**src/rtl/dcache_line_adapter.sv**
```systemverilog
// Whole-line dcache DFP requests turned into 4-beat bursts on the banked memory port.
// Optional read-return address checking: define DCACHE_ADAPTER_ADDR_CHECK_EN.
module dcache_line_adapter #(
   parameter int unsigned ADDR_BITS = 32,
   parameter int unsigned LINE_BITS = 256,
   parameter int unsigned BEAT_BITS = 64
) (
   input  logic                 clk,
   input  logic                 rst,
   input  logic [ADDR_BITS-1:0] dfp_addr,
   input  logic                 dfp_read,
   input  logic                 dfp_write,
   input  logic [LINE_BITS-1:0] dfp_wdata,
   output logic [LINE_BITS-1:0] dfp_rdata,
   output logic                 dfp_resp,
   output logic [ADDR_BITS-1:0] bmem_addr,
   output logic                 bmem_read,
   output logic                 bmem_write,
   output logic [BEAT_BITS-1:0] bmem_wdata,
   input  logic                 bmem_ready,
   input  logic [ADDR_BITS-1:0] bmem_raddr,
   input  logic [BEAT_BITS-1:0] bmem_rdata,
   input  logic                 bmem_rvalid,
   output logic                 addr_err
);

   localparam int unsigned BEATS    = LINE_BITS / BEAT_BITS;
   localparam int unsigned OFFSET   = $clog2(LINE_BITS / 8);
   localparam int unsigned CNT_BITS = $clog2(BEATS);
   localparam logic [CNT_BITS-1:0]  LAST_BEAT = CNT_BITS'(BEATS - 1);
   localparam logic [ADDR_BITS-1:0] LINE_MASK = ~ADDR_BITS'((64'd1 << OFFSET) - 64'd1);

   typedef enum logic [2:0] {
      S_IDLE,
      S_RD_REQ,
      S_RD_BEAT,
      S_WR_BEAT,
      S_RESP
   } state_t;

   state_t                r_state;
   state_t                w_next;
   logic [CNT_BITS-1:0]   r_cnt;
   logic [ADDR_BITS-1:0]  r_line_addr;
   logic [LINE_BITS-1:0]  r_wline;
   logic [LINE_BITS-1:0]  r_rdata;
   logic [BEAT_BITS-1:0]  w_wbeat;
   logic                  w_rd_beat;
   logic                  w_wr_beat;

   always_ff @(posedge clk) begin
      if (rst) r_state <= S_IDLE;
      else     r_state <= w_next;
   end

   // Outgoing write beat selected by the beat counter
   always_comb begin
      w_wbeat = '0;
      for (int unsigned b = 0; b < BEATS; b++) begin
         if (r_cnt == CNT_BITS'(b)) w_wbeat = r_wline[b*BEAT_BITS +: BEAT_BITS];
      end
   end

   always_comb begin
      w_next     = r_state;
      dfp_resp   = 1'b0;
      bmem_read  = 1'b0;
      bmem_write = 1'b0;
      bmem_wdata = '0;
      w_rd_beat  = 1'b0;
      w_wr_beat  = 1'b0;
      case (r_state)
         S_IDLE: begin
            // Write wins so a dirty victim lands before the refill fetch
            if (dfp_write)     w_next = S_WR_BEAT;
            else if (dfp_read) w_next = S_RD_REQ;
         end
         S_RD_REQ: begin
            bmem_read = 1'b1;
            if (bmem_ready) w_next = S_RD_BEAT;
         end
         S_RD_BEAT: begin
            w_rd_beat = bmem_rvalid;
            if (bmem_rvalid && (r_cnt == LAST_BEAT)) w_next = S_RESP;
         end
         S_WR_BEAT: begin
            bmem_write = 1'b1;
            bmem_wdata = w_wbeat;
            w_wr_beat  = bmem_ready;
            if (bmem_ready && (r_cnt == LAST_BEAT)) w_next = S_RESP;
         end
         S_RESP: begin
            dfp_resp = 1'b1;
            w_next   = S_IDLE;
         end
         default: w_next = S_IDLE;
      endcase
   end

   always_ff @(posedge clk) begin
      if (rst) begin
         r_cnt       <= '0;
         r_line_addr <= '0;
         r_wline     <= '0;
         r_rdata     <= '0;
      end else begin
         if (r_state == S_IDLE) begin
            r_cnt <= '0;
            if (dfp_write) begin
               r_line_addr <= dfp_addr & LINE_MASK;
               r_wline     <= dfp_wdata;
            end else if (dfp_read) begin
               r_line_addr <= dfp_addr & LINE_MASK;
            end
         end
         if (w_rd_beat || w_wr_beat) r_cnt <= r_cnt + CNT_BITS'(1);
         // Returned beat lands in the slice named by the counter
         if (w_rd_beat) begin
            for (int unsigned b = 0; b < BEATS; b++) begin
               if (r_cnt == CNT_BITS'(b)) r_rdata[b*BEAT_BITS +: BEAT_BITS] <= bmem_rdata;
            end
         end
      end
   end

   assign bmem_addr = r_line_addr;
   assign dfp_rdata = r_rdata;

`ifdef DCACHE_ADAPTER_ADDR_CHECK_EN
   logic r_addr_err;

   // Sticky until reset; the mismatching beat is still stored
   always_ff @(posedge clk) begin
      if (rst)                                         r_addr_err <= 1'b0;
      else if (w_rd_beat && (bmem_raddr != r_line_addr)) r_addr_err <= 1'b1;
   end

   assign addr_err = r_addr_err;
`else
   logic w_unused_raddr;

   assign w_unused_raddr = ^bmem_raddr;
   assign addr_err       = 1'b0;
`endif

endmodule

```
**config.mk**
```make
export PLATFORM = sky130hd
export DESIGN_NAME = dcache_line_adapter
export DESIGN_NICKNAME = d
export VERILOG_FILES = /design/src/rtl/dcache_line_adapter.sv
export SDC_FILE = /design/constraint.sdc
export NUM_CORES = 1
export LEC_CHECK = 0
export ABC_AREA = 1
export ABC_CLOCK_PERIOD_IN_PS = 2400
export CAP_MARGIN = 20
export CORE_AREA = 3 3 285 287
export DETAILED_ROUTE_END_ITERATION = 8
export DIE_AREA = 0 0 288 290
export SYNTH_ARGS = -nofsm -noshare
export SYNTH_HDL_FRONTEND = slang
export SYNTH_SLANG_ARGS = --single-unit
```
**constraint.sdc**
```tcl
create_clock -name clk -period 2.4 [get_ports clk]
set_input_delay 0.72 -clock clk [delete_from_list [all_inputs] [get_ports clk]]
set_output_delay 0.72 -clock clk [all_outputs]
set_load 0.02 [all_outputs]
```
==> summary.md <==
| Metric | Value |
|---|---|
| Wire length per cell | `18.9 um` |
| IO Count | `746` |
| Gpl congestion | `0.858` |
| Num rows | `around 100` |
| Design Area, Final | `0.0343 mm2` |
| VDD IR max | `1070 uV` |
| Worst path top cell family by delay | `buffers and inverters` |
| Most frequent cells in the layout | `624 x clkdlybuf4s50_1, 618 x nand2_1, 561 x a21oi_1` |
| Crit path DAT | `between 2 and 2.5 ns` |
| Clock Tree Root | `clkbuf_16` |
| Worst Path Buf+Inv | `4` |
| Wire length on met3 | `7350 um` |
| Routed vias | `23300` |
| Crit end category | `primary output` |
| Dpl hpwl | `between 60000 and 70000 um` |
| Congestion Overflow GR | `0` |
| Finished Core Util | `0.435` |
| Clk Latency, worst-skew pair | `roughly 0.6 ns` |
| Synthesized flop and latch total | `544` |
| Worst Hold End | `dfp_rdata[10]$_SDFFE_PP0P_` |
| WL met2 | `42800 um` |
| CTS H-tree depth | `2` |
| LEAKAGE | `~12 nW` |
| Mapped Avg Cell Area | `7.47 um2` |
| Time the worst path needs with I/O delays and setup | `2.95 ns` |
| Ordered list of cells on the worst path | `buf_6 > ha_4 > inv_8 > bufbuf_16 > nand3_2 > nand2_1 > a21oi_2 > nor2_1 > buf_4` |
| DR vias/cell | `4.87` |
| Synth warnings | `0` |
| Starting density of the core | `0.285` |
| Critical path class | `reg2out` |
| Unrepaired setup endpoints after global routing | `yes` |
| Worst slack, placed | `-0.582 ns` |
| Overall Power | `30.6 mW` |
| Clock sinks | `544` |
| Die area | `~0.084 mm2` |
| Critical R2R Launch | `r_cnt[1]$_SDFFE_PP0P_` |
| Worst Reg-to-Reg Cells | `11` |
| First-pass detailed-route iteration total | `6` |
| Worst-path clk slew | `0.06 ns` |
| Total CTS buffers | `slightly above 60` |
| Seq/Total Area, Yosys | `0.485` |
| Total wire length | `90400 um` |
| Largest net degree at the start of global routing | `about 150` |
| Pwr dens | `approximately 890 mW/mm2` |
| Final period utilization | `1.23` |
| Crit path required time | `1.68 ns` |
| Share of cells above drive strength 1 | `0.146` |
| Commonest non-fill, non-tap cell in the layout | `clkdlybuf4s50_1` |
| Final Hold Viols | `0` |
| Unique masters post-synth | `31` |
| Nets | `around 4000` |
| DP Area | `0.0309 mm2` |
| Mapped Area | `0.0224 mm2` |
| Metal1 wirelength | `about 37000 um` |
| Failing checks | `setup timing` |
| FF-to-FF End | `dfp_rdata[9]$_SDFFE_PP0P_` |
| Core area | `0.0789 mm2` |
| Rel. slew slack | `0.462` |
| Slowest stage delay, CP | `0.34 ns` |
| Min-delay src | `rst` |
| First-pass GRT wire length | `135000 um` |
| DRT iter0 DRCs | `~1500` |
| Reg2Reg Setup Slack | `0.03 ns` |
| Worst-case clock buffer depth | `3` |
| Worst slew pin tran | `0.807 ns` |
| Worst Path Max Fanout | `11` |
| Critical Path Start Type | `flop` |
| Top routing layer used | `met5` |
| Post-Syn Instances | `~3000` |
| Count of final setup violators | `64` |
| Antenna-violating nets left | `0` |
| Die X | `288 um` |
| Number of global-route vias before repair | `22300` |
| Outcome | `finished with violations` |
| Initial antenna violation count | `13` |
| HP Class | `in2reg` |
| Max Clock Freq | `339 MHz` |
| Hold buffers post-CTS | `0` |
| Drt drc | `0` |
| Setup slack after layout | `-0.549 ns` |
| Hold path depth | `2` |
| Maxcap violations | `0` |
| CTS tree | `built` |
| Final Max Tran Viols | `0` |
| Tot GR Track Use | `0.204` |
| # port buffers | `702` |
| Final Skew | `about 0.018 ns` |
| Die height | `roughly 290 um` |
| CP max stage cell | `dfxtp_2` |
| Synthesis-to-finish area growth | `52.8%` |
## per-layer routing
layer | global-route usage | vias to the layer above
met5 | 0 | -
met4 | 0.0614 | 14
met3 | 0.0498 | 155
met2 | 0.344 | 860
met1 | 0.258 | 10900
li1 | - | 11400
## cell usage after synthesis (all sizes together)
cell      n  area, um2
dfxtp   544      10900
o21ai   159        800
nand3   454       2280
a21oi   642       3240
conb      1       3.75
buf     140       1120
inv     137        519
ha        4       50.1
a22oi     1       7.51
a211oi    1       7.51
nand4     1       6.26
nor3      1       5.00
nand3b    1       7.51
clkbuf  137        514
nand2   654       2490
nor2    127        499
## power by group
| group | total (mW) | internal, mW | switching (mW) |
|---|---|---|---|
| clock network | 9.57 | 5.72 | 3.85 |
| registers | 11.0 | 10.4 | 0.585 |
| logic | 10.0 | 4.03 | 5.97 |
## logic make-up (layout without fill, tap and decap cells)
family,after synthesis,in the layout,synth area share
flip-flops,544,544,0.485
adder cells (fa/ha/maj),4,4,0.00223
other,1,11,0.000167
AND/OR/NAND/NOR,1238,1238,0.236
AO/OA/AOI/OAI,803,803,0.180
buffers and inverters,414,1138,0.0961
## how the worst max path moves through the flow
| stage | slack [ns] | end | cells past startpoint | from |
|---|---|---|---|---|
| after floorplan | 0.03 | bmem_wdata[10] | 8 | r_cnt[1]$_SDFFE_PP0P_ |
| after global placement | -0.59 | bmem_wdata[0] | 8 | r_cnt[0]$_SDFFE_PP0P_ |
| after detailed placement | -0.58 | bmem_wdata[0] | 8 | r_cnt[0]$_SDFFE_PP0P_ |
| after CTS | -0.60 | bmem_wdata[56] | 10 | r_cnt[1]$_SDFFE_PP0P_ |
| after global routing | -0.65 | bmem_wdata[24] | 9 | r_cnt[1]$_SDFFE_PP0P_ |
| final | -0.55 | bmem_wdata[0] | 9 | r_cnt[0]$_SDFFE_PP0P_ |
## sequential cells by signal (all words and copies together), names as in the netlist
signal,cells
dfp_rdata,256
r_wline,256
bmem_addr,27
r_state,3
r_cnt,2
## cell type report
class,count,area [um2]
fill,7968,44600
sequential,544,10900
multi-input combinational,2051,10200
timing repair buffer,891,9290
clock buffer,95,1820
tap,1050,1310
inverter,137,537
clock inverter,15,214
antenna,5,12.5
## timing repair
action	in CTS	in global routing
resized for setup	488	93
setup endpoints to repair	75	68
gates cloned	8	3
buffers inserted	26	12
pin swaps	71	44
## through the flow
step	setup TNS (ns)	hold slack, ns	cells
finish	-29.11	0.400	4788
global route	-35.96	0.372	4783
CTS	-32.80	0.355	4771
detailed placement	-21.52	0.443	4630
global placement	-21.39	0.438	4630
floorplan	0	0.429	3009
No activity file was read; power rests on OpenSTA's default activity.
